## config.mk

```make
export PLATFORM = sky130hd
export DESIGN_NAME = outstream_ctrl
export DESIGN_NICKNAME = d
export VERILOG_FILES = /design/src/rtl/outstream_ctrl.sv
export SDC_FILE = /design/constraint.sdc
export NUM_CORES = 1
export LEC_CHECK = 0
export ABC_AREA = 1
export CORE_ASPECT_RATIO = 1.1
export CORE_MARGIN = 2
export CORE_UTILIZATION = 45
export CTS_CLUSTER_DIAMETER = 200
export DETAILED_ROUTE_END_ITERATION = 12
export PLACE_DENSITY_LB_ADDON = 0.05
export RECOVER_POWER = 50
export SLEW_MARGIN = 40
export SYNTH_ARGS = -nofsm -noshare
export SYNTH_HDL_FRONTEND = slang
export SYNTH_SLANG_ARGS = --single-unit
```

## constraint.sdc

```tcl
create_clock -name clk -period 1.8 [get_ports clk]
set_input_delay 0.36 -clock clk [delete_from_list [all_inputs] [get_ports clk]]
set_output_delay 0.36 -clock clk [all_outputs]
set_load 0.05 [all_outputs]
```

## src/rtl/outstream_ctrl.sv

```systemverilog
// Frame sequencer: passes one frame of stencil beats from in_* to an AXI-stream-style sink, walking a 4-D index to place tlast.
// Optional macro OUTSTREAM_CTRL_SKID_EN inserts a registered 2-entry skid slice between in_* and t*.
module outstream_ctrl #(
    parameter int IMG_EXTENT_0 = 256,
    parameter int IMG_EXTENT_1 = 256,
    parameter int IMG_EXTENT_2 = 1,
    parameter int IMG_EXTENT_3 = 1,
    parameter int ST_EXTENT_0  = 1,
    parameter int ST_EXTENT_1  = 1,
    parameter int ST_EXTENT_2  = 1,
    parameter int ST_EXTENT_3  = 1,
    parameter int DATA_SIZE    = 8,
    localparam int DW = DATA_SIZE * ST_EXTENT_0 * ST_EXTENT_1 * ST_EXTENT_2 * ST_EXTENT_3
) (
    input  logic          clk,
    input  logic          reset,
    input  logic          start_in,
    input  logic          stop_in,
    input  logic [DW-1:0] in_data,
    input  logic          in_valid,
    output logic          in_ready,
    output logic [DW-1:0] tdata,
    output logic          tvalid,
    input  logic          tready,
    output logic          tlast,
    output logic          busy,
    output logic          done_out,
    output logic [31:0]   beat_cnt
);

    localparam int IW0 = $clog2(IMG_EXTENT_0 + 1);
    localparam int IW1 = $clog2(IMG_EXTENT_1 + 1);
    localparam int IW2 = $clog2(IMG_EXTENT_2 + 1);
    localparam int IW3 = $clog2(IMG_EXTENT_3 + 1);
    localparam logic [IW0-1:0] LAST0 = IW0'(IMG_EXTENT_0 - ST_EXTENT_0);
    localparam logic [IW1-1:0] LAST1 = IW1'(IMG_EXTENT_1 - ST_EXTENT_1);
    localparam logic [IW2-1:0] LAST2 = IW2'(IMG_EXTENT_2 - ST_EXTENT_2);
    localparam logic [IW3-1:0] LAST3 = IW3'(IMG_EXTENT_3 - ST_EXTENT_3);
    localparam logic [IW0-1:0] STEP0 = IW0'(ST_EXTENT_0);
    localparam logic [IW1-1:0] STEP1 = IW1'(ST_EXTENT_1);
    localparam logic [IW2-1:0] STEP2 = IW2'(ST_EXTENT_2);
    localparam logic [IW3-1:0] STEP3 = IW3'(ST_EXTENT_3);

    typedef enum logic [1:0] {
        S_IDLE = 2'd0,
        S_RUN  = 2'd1,
        S_DONE = 2'd2
    } state_t;

    state_t          state_r;
    logic [IW0-1:0]  idx0_r;
    logic [IW1-1:0]  idx1_r;
    logic [IW2-1:0]  idx2_r;
    logic [IW3-1:0]  idx3_r;
    logic [31:0]     beat_cnt_r;
    logic            busy_r;
    logic            done_r;

    logic            wrap0_s;
    logic            wrap1_s;
    logic            wrap2_s;
    logic            wrap3_s;
    logic            at_last_s;
    logic            adv_s;
    logic            out_xfer_s;
    logic            out_last_s;

    // Wrap detection; a unit extent yields a constant-0 index that always wraps.
    always_comb begin
        wrap0_s   = (idx0_r == LAST0);
        wrap1_s   = (idx1_r == LAST1);
        wrap2_s   = (idx2_r == LAST2);
        wrap3_s   = (idx3_r == LAST3);
        at_last_s = wrap0_s & wrap1_s & wrap2_s & wrap3_s;
    end

`ifdef OUTSTREAM_CTRL_SKID_EN
    logic [DW-1:0] tdata_r;
    logic [DW-1:0] skid_data_r;
    logic          tvalid_r;
    logic          tlast_r;
    logic          skid_valid_r;
    logic          skid_last_r;
    logic          in_ready_r;
    logic          in_final_r;
    logic          push_s;
    logic          skid_next_s;
    logic          final_next_s;
    logic          run_next_s;

    // The index advances on input acceptance; in_ready is only ever high in RUN.
    always_comb begin
        push_s       = in_valid & in_ready_r;
        adv_s        = push_s;
        out_xfer_s   = tvalid_r & tready;
        out_last_s   = tlast_r;
        skid_next_s  = (tvalid_r && !tready) ? (skid_valid_r | push_s) : 1'b0;
        final_next_s = in_final_r | (push_s & at_last_s);
        if (state_r == S_IDLE) begin
            run_next_s = start_in & ~stop_in;
        end else if (state_r == S_RUN) begin
            run_next_s = ~stop_in & ~(out_xfer_s & out_last_s);
        end else begin
            run_next_s = 1'b0;
        end
    end

    // Output register plus one skid entry; leaving RUN discards anything buffered.
    always_ff @(posedge clk or negedge reset) begin
        if (!reset) begin
            tdata_r      <= '0;
            tvalid_r     <= 1'b0;
            tlast_r      <= 1'b0;
            skid_data_r  <= '0;
            skid_valid_r <= 1'b0;
            skid_last_r  <= 1'b0;
            in_ready_r   <= 1'b0;
            in_final_r   <= 1'b0;
        end else if (!run_next_s) begin
            tvalid_r     <= 1'b0;
            tlast_r      <= 1'b0;
            skid_valid_r <= 1'b0;
            in_ready_r   <= 1'b0;
            in_final_r   <= 1'b0;
        end else begin
            if (!tvalid_r || out_xfer_s) begin
                if (skid_valid_r) begin
                    tdata_r      <= skid_data_r;
                    tlast_r      <= skid_last_r;
                    tvalid_r     <= 1'b1;
                    skid_valid_r <= 1'b0;
                end else if (push_s) begin
                    tdata_r  <= in_data;
                    tlast_r  <= at_last_s;
                    tvalid_r <= 1'b1;
                end else begin
                    tvalid_r <= 1'b0;
                    tlast_r  <= 1'b0;
                end
            end else if (push_s) begin
                skid_data_r  <= in_data;
                skid_last_r  <= at_last_s;
                skid_valid_r <= 1'b1;
            end
            in_final_r <= final_next_s;
            in_ready_r <= ~skid_next_s & ~final_next_s;
        end
    end

    assign tdata    = tdata_r;
    assign tvalid   = tvalid_r;
    assign tlast    = tlast_r;
    assign in_ready = in_ready_r;
`else
    logic run_s;

    // Zero-latency pass-through: one handshake drives both sides.
    always_comb begin
        run_s      = (state_r == S_RUN);
        out_xfer_s = in_valid & tready & run_s;
        adv_s      = out_xfer_s;
        out_last_s = at_last_s;
    end

    assign tvalid   = in_valid & run_s;
    assign in_ready = tready & run_s;
    assign tdata    = run_s ? in_data : '0;
    assign tlast    = in_valid & run_s & at_last_s;
`endif

    // Frame FSM with index walk, beat counter and registered busy/done.
    always_ff @(posedge clk or negedge reset) begin
        if (!reset) begin
            state_r    <= S_IDLE;
            idx0_r     <= '0;
            idx1_r     <= '0;
            idx2_r     <= '0;
            idx3_r     <= '0;
            beat_cnt_r <= 32'd0;
            busy_r     <= 1'b0;
            done_r     <= 1'b0;
        end else begin
            case (state_r)
                S_IDLE: begin
                    done_r <= 1'b0;
                    if (start_in && !stop_in) begin
                        state_r    <= S_RUN;
                        busy_r     <= 1'b1;
                        idx0_r     <= '0;
                        idx1_r     <= '0;
                        idx2_r     <= '0;
                        idx3_r     <= '0;
                        beat_cnt_r <= 32'd0;
                    end
                end
                S_RUN: begin
                    if (out_xfer_s) begin
                        beat_cnt_r <= beat_cnt_r + 32'd1;
                    end
                    // Abort wins over a simultaneous final beat: counted, but no done pulse.
                    if (stop_in) begin
                        state_r <= S_IDLE;
                        busy_r  <= 1'b0;
                        idx0_r  <= '0;
                        idx1_r  <= '0;
                        idx2_r  <= '0;
                        idx3_r  <= '0;
                    end else begin
                        if (adv_s) begin
                            idx0_r <= wrap0_s ? '0 : idx0_r + STEP0;
                            if (wrap0_s) begin
                                idx1_r <= wrap1_s ? '0 : idx1_r + STEP1;
                                if (wrap1_s) begin
                                    idx2_r <= wrap2_s ? '0 : idx2_r + STEP2;
                                    if (wrap2_s) begin
                                        idx3_r <= wrap3_s ? '0 : idx3_r + STEP3;
                                    end
                                end
                            end
                        end
                        if (out_xfer_s && out_last_s) begin
                            state_r <= S_DONE;
                            busy_r  <= 1'b0;
                            done_r  <= 1'b1;
                        end
                    end
                end
                S_DONE: begin
                    done_r  <= 1'b0;
                    state_r <= S_IDLE;
                end
                default: begin
                    state_r <= S_IDLE;
                    busy_r  <= 1'b0;
                    done_r  <= 1'b0;
                end
            endcase
        end
    end

    assign busy     = busy_r;
    assign done_out = done_r;
    assign beat_cnt = beat_cnt_r;

endmodule

```

==> results of run 1 <==
-- worst max-delay path, cell delays in order, from the launching register on --
cell	delay [ns]
dfrtp_1	0.38
ha_2	0.19
nand2_2	0.07
nor2_4	0.13
nand3_2	0.12
nor4_4	0.29
buf_12	0.18
-- flip-flops by register name, summed over array words and instances, names as in the netlist --
| name | flops |
|---|---|
| beat_cnt | 32 |
| idx1_r | 9 |
| idx0_r | 9 |
| busy | 1 |
| done_out | 1 |
| state_r | 2 |
-- cell families after synthesis --
kind of cell / count (synthesis)
compound gates: 50
simple gates: 269
fa+ha+maj: 3
flops: 54
xor+xnor: 7
buf+inv: 55
-- where the power goes --
group / total [mW] / internal, mW / switching [mW]
clock network: 0.999 / 0.593 / 0.406
registers: 1.27 / 1.24 / 0.0252
logic: 0.545 / 0.208 / 0.337
total: 2.81 / 2.04 / 0.767
-- final timing paths --
path,startpoint,to,slack [ns]
max,idx0_r[1],tlast,-0.22
min,reset,beat_cnt[4],0.43
max reg2reg,idx0_r[1],idx1_r[4],0.11
min reg2reg,busy,busy,0.48
max in group asynchronous,reset,beat_cnt[1],0.47
min in group clk,busy,busy,0.48
-- routing by layer --
layer,up-vias,track usage (%)
met5,-,0
met4,0,4.50
met3,5,3.03
met2,47,37.5
met1,1381,25.4
li1,1565,-
-- cell type report --
cell class              instances  area [um^2]  share of cell area (%)
inverters                      48          183                    4.34
flip-flops and latches         54         1350                    32.1
clock inverters                 2         60.1                    1.43
repair buffers                 81          736                    17.5
multi-input cells             329         1690                    40.2
well taps                      85          106                    2.52
clock buffers                   6         82.6                    1.96
-- what timing repair did --
| item | CTS | global route |
|---|---|---|
| buffers inserted | 2 | 0 |
| cloned | 0 | 0 |
| pin swaps | 1 | 5 |
| setup endpoints to repair | 7 | 17 |
| resized for setup | 2 | 6 |
-- layout by cell type (no fill, tap or decap), types with 3 or more instances in the layout --
cell	instances
nand2_1	106
nor2_1	75
dfrtp_1	52
inv_1	43
buf_4	38
nand3_1	34
a21oi_1	31
clkbuf_1	16
buf_12	13
o21ai_0	12
clkdlybuf4s50_1	12
nor2_2	11
nand4_1	7
nor2_4	6
nand3_2	6
clkbuf_8	6
inv_2	4
nand2_2	4
xor2_1	4
nor3_1	4
nand2_4	3
xnor2_1	3
nand3b_1	3
-- through the flow --
step / TNS, ns / utilization [%] / std cells / worst slack (ns) / area (um^2)
2_1_floorplan: -0.618 / - / 438 / -0.0980 / 3250
3_3_place_gp: -1.40 / 58.8 / 595 / -0.103 / 4100
4_1_cts: -0.398 / 61.2 / 605 / -0.183 / 4260
3_5_place_dp: -2.70 / 58.8 / 595 / -0.150 / 4100
6_report: -0.224 / 60.5 / 605 / -0.224 / 4210
5_1_grt: -0.578 / 60.5 / 605 / -0.320 / 4210
==> impl_results.md, run 1 <==
* Status: complete, but fails checks
* Failing checks: setup timing
* Top cells by count, synth: nand2_1 (107), nor2_1 (81), dfrtp_1 (54), inv_1 (43), nand3_1 (36)
* Ys flop type: dfrtp_1
* DR WL/cell at 12.8 um
* Compound-Gate Fraction of Synth Area at 8.28%
* RD Place Congestion at 0.889
* Detailed Route Iter0 Violations at 159
* CTS root buf: clkbuf_8
* Hold WC Path Type: in -> async
* Worst VDD drop at 0.000463 V
* M1 WL at 3520 um
* Nets at 536
* Yosys top cell by area: dfrtp_1
* Crit Path Max Fanout at 3
* Post-route ant nets at 0
* Pre-antenna DRT Iters at 4
* IO Count at 59
* CP Launch Type: flop
* Seq/Total Area, Yosys at 42.0%
* Final WL at 7750 um
* First-pass GRT wire length at 13200 um
* Mapped Area at 3220 um^2
* Die area at 7850 um^2
* WHS at 0.427 ns
* Yosys cell types at 37
* Die Y at 92.7 um
* Setup violators final at 1
* Overall Power at 2.81 mW
* Multiplexer share of the synthesized area at 0%
* Crit path DAT at 1.66 ns
* EDFF count, synth at 0
* CP Data Required Time at 1.44 ns
* Post-Syn Instances at 438
* Cells on worst reg2reg path at 10
* Cell Pwr Density at 667 nW/um^2
* Most used standard cell by instance count after synthesis: nand2_1
* Area growth syn-to-layout at 30.8%
* Initial core utilization at 46.2%
* TritonCTS clock tree: built
* Rows at 32
* Aggregate global-route resource usage at 20.5%
* Syn. warnings at 0
* Worst skew pair latency at 0.31 ns
* DR vias/cell at 4.96
* Clk buf depth at 2
* Fraction of registers with async set or reset after synthesis at 100%
* Detail Placement HPWL at 5690 um
* Core box area at 6970 um^2
* Max Used Layer: met4
* Worst-Margin Slew at 1.35 ns
* CP Class: reg -> out
* Combinational family with the most area after synthesis: simple AND/OR/NAND/NOR gates
* Final Hold Vio Count at 0
* Syn nets at 455
* CTS sink cnt at 54
* Endpoint type of the worst setup path: primary output
* Crit share post-route at 112%
* Share of cells above drive strength 1 at 20.8%
* Detailed-route DRC error count at 0
* Largest net degree at the start of global routing at 55
* Max-slew violations at 0
* Period minus WS final at 2.02 ns
* N_diodes at 0
* Post-CTS Hold Fix Bufs at 0
* Post-synthesis xor/xnor area fraction at 1.90%
* Met2 WL at 3920 um
* Max Cap Violations at 0
* Synth Register Bits at 54
* Htree depth at 2
* Final WS setup at -0.224 ns
* Initial antenna violation count at 0
* PortBufs at 58
* Fillers at 653
* Post-Synth Simple-Gate Area at 39.4%
* Number of global-route vias before repair at 2911
* F_max at 494 MHz
* Die span in x at 84.7 um
* Clock transition at path regs at 0.09 ns
* Relative slew slack at 10.3%
* DR vias at 2998
* Synth area leaders: dfrtp_1 (42%), nand2_1 (12%), nor2_1 (9.4%)
* RSZ-0062 raised after global routing: true
* Share of the synthesized area in the top cell type at 42.0%
* Leakage at 1.98 nW
* Mean Syn Cell Area at 7.35 um^2
* Clk_skew at 0.0139 ns
* DR WL met3 at 242 um
* CTS Buf Count at 5
* Total grt overflow at 0
* Synth Area in Adders at 1.17%
No activity file was read; power rests on OpenSTA's default activity.
==> inputs of run 2 (changes only) <==
Settings changed: CTS_CLUSTER_DIAMETER 200 to 50.
==> results of run 2 <==
Final layout, timing and power as in run 1 (identical DEF).
==> inputs of run 3 (changes only) <==
Settings changed: PLACE_DENSITY set to 0.79, PLACE_DENSITY_LB_ADDON 0.05 to unset.
==> impl_results.md, run 3 (synthesized netlist as in run 1, its figures left out) <==
* Worst VDD drop at 0.000420 V
* Die span in x at 84.7 um
* Final WL at 8060 um
* Met2 Usage GRT at 36.9%
* Rows at 32
* Final WS setup at -0.230 ns
* PortBufs at 58
* F_max at 493 MHz
* Largest stage delay, worst path at 0.40 ns
* Switching share of power at 29.5%
* Setup violators final at 1
* Detailed Route Iter0 Violations at 208
* Clk pwr share at 30.9%
* Period minus WS final at 2.03 ns
* N_diodes at 0
* Failing checks: setup timing
* Die Y at 92.7 um
* Crit path cell chain: ha_2 > nand2_2 > nor2_4 > nand3_4 > nor4_4 > buf_12
* Fin Setup TNS at -0.230 ns
* Nets at 541
* Most frequent cells in the layout: nand2_1 (101), nor2_1 (72), dfrtp_1 (53)
* Relative slew slack at 9.14%
* Endpoint type of the worst setup path: primary output
* Post-route ant nets at 0
* Aggregate global-route resource usage at 20.6%
* Sequential power share at 47.7%
* Clk_skew at 0.0144 ns
* Crit path DAT at 1.67 ns
* Leakage at 1.99 nW
* Pre-antenna DRT Iters at 4
* Largest net degree at the start of global routing at 55
* Worst-Margin Slew at 1.36 ns
* CTS sink cnt at 54
* Total grt overflow at 0
* Overall Power at 2.67 mW
* DR WL/cell at 13.2 um
* TritonCTS clock tree: built
* Fin area at 4280 um^2
* Number of global-route vias before repair at 3031
* CP Data Required Time at 1.44 ns
* CP Launch Type: flop
* Core box area at 6970 um^2
* RSZ-0062 raised after global routing: true
* Worst skew pair latency at 0.31 ns
* Initial antenna violation count at 0
* Max FFs per register at 32
* Met1 Track Usage GR at 24.7%
* Detail Placement HPWL at 5750 um
* Crit share post-route at 113%
* Status: complete, but fails checks
* Placed cell area at 4080 um^2
* Final Hold Vio Count at 0
* Cell Pwr Density at 623 nW/um^2
* Switching power at 785 uW
* Max-slew violations at 0
* DR vias/cell at 5.24
* CP max-delay cell: dfrtp_1
* DR vias at 3195
* Hold WC Path Type: in -> async
* Design internal power at 1.88 mW
* RD Place Congestion at 0.913
* Htree depth at 2
* Commonest non-fill, non-tap cell in the layout: nand2_1
* Global routing usage on met3 at 3.48%
* Detailed-route DRC error count at 0
* Busiest grt layer: met2
* Max Cap Violations at 0
* Die area at 7850 um^2
* Clk buf depth at 2
* Area growth syn-to-layout at 32.8%
* Comb power frac at 21.4%
* Crit Path Max Fanout at 4
* Clock transition at path regs at 0.10 ns
* CP Class: reg -> out
* CTS Buf Count at 5
* IO Count at 59
* CTS root buf: clkbuf_8
* Initial core utilization at 46.2%
* Post-CTS Hold Fix Bufs at 0
* Utilization after layout at 61.4%
* First-pass GRT wire length at 13300 um
* Place WS at -0.182 ns
* Share of cells above drive strength 1 at 23.0%
==> run 3: cell count changes in the layout (fill, tap and decap cells not counted), moves of 2 or more <==
cell,change
nor2_1,-3
nand2_1,-5
nor2_4,+3
nand3_4,+2
nand2_4,+2
clkbuf_2,+3
nand2_2,+3
clkbuf_1,+2
nand3_2,-2
==> run 3: final timing paths <==
path / startpoint / to / slack (ns) / depth (start not counted)
min in group clk: busy / busy / 0.47 / 2
max reg2reg: idx0_r[0] / idx1_r[8] / 0.07 / 10
max: idx0_r[0] / tlast / -0.23 / 6
min reg2reg: busy / busy / 0.47 / 2
min: reset / beat_cnt[6] / 0.43 / 2
max in group asynchronous: reset / beat_cnt[1] / 0.48 / 2
==> run 3: per-stage QoR <==
stage               cells  hold slack (ns)
finish                610            0.429
global route          610            0.523
CTS                   606           0.0330
detailed placement    593            0.382
global placement      593            0.379
floorplan             438           0.0644
==> run 3: cell type report <==
class	count	area [um^2]
fillers	617	2690
repair buffers	86	769
well taps	85	106
flip-flops and latches	54	1350
multi-input cells	329	1760
inverters	48	185
clock buffers	7	76.3
clock inverters	1	30.0
==> run 3: power by group through the flow <==
stage	combinational, mW	clock [mW]	sequential, mW
2_1_floorplan	0.283	0	1.32
3_3_place_gp	0.517	0	1.29
3_5_place_dp	0.528	0	1.30
4_1_cts	0.539	0.842	1.27
5_1_grt	0.617	0.883	1.28
6_report	0.571	0.824	1.27
==> run 3: critical path, delay by kind of cell, from the launching register on <==
family	cells	cell delay, ns
DFF	1	0.40
buffers and inverters	1	0.18
and+or+nand+nor	4	0.59
adders and majority gates	1	0.20
==> run 3: repair_timing <==
item | CTS | global route
gates cloned | 0 | 0
buffers inserted | 5 | 5
setup endpoints to repair | 7 | 17
pin swaps | 4 | 13
gates resized for setup | 4 | 25
==> run 3: per-layer routing <==
layer / vias up / wire length [um] / part of all wire (%)
li1: 1575 / - / -
met1: 1522 / 3250 / 40
met2: 87 / 4300 / 53
met3: 11 / 392 / 4.9
met4: 0 / 125 / 1.6
met5: - / 0 / 0
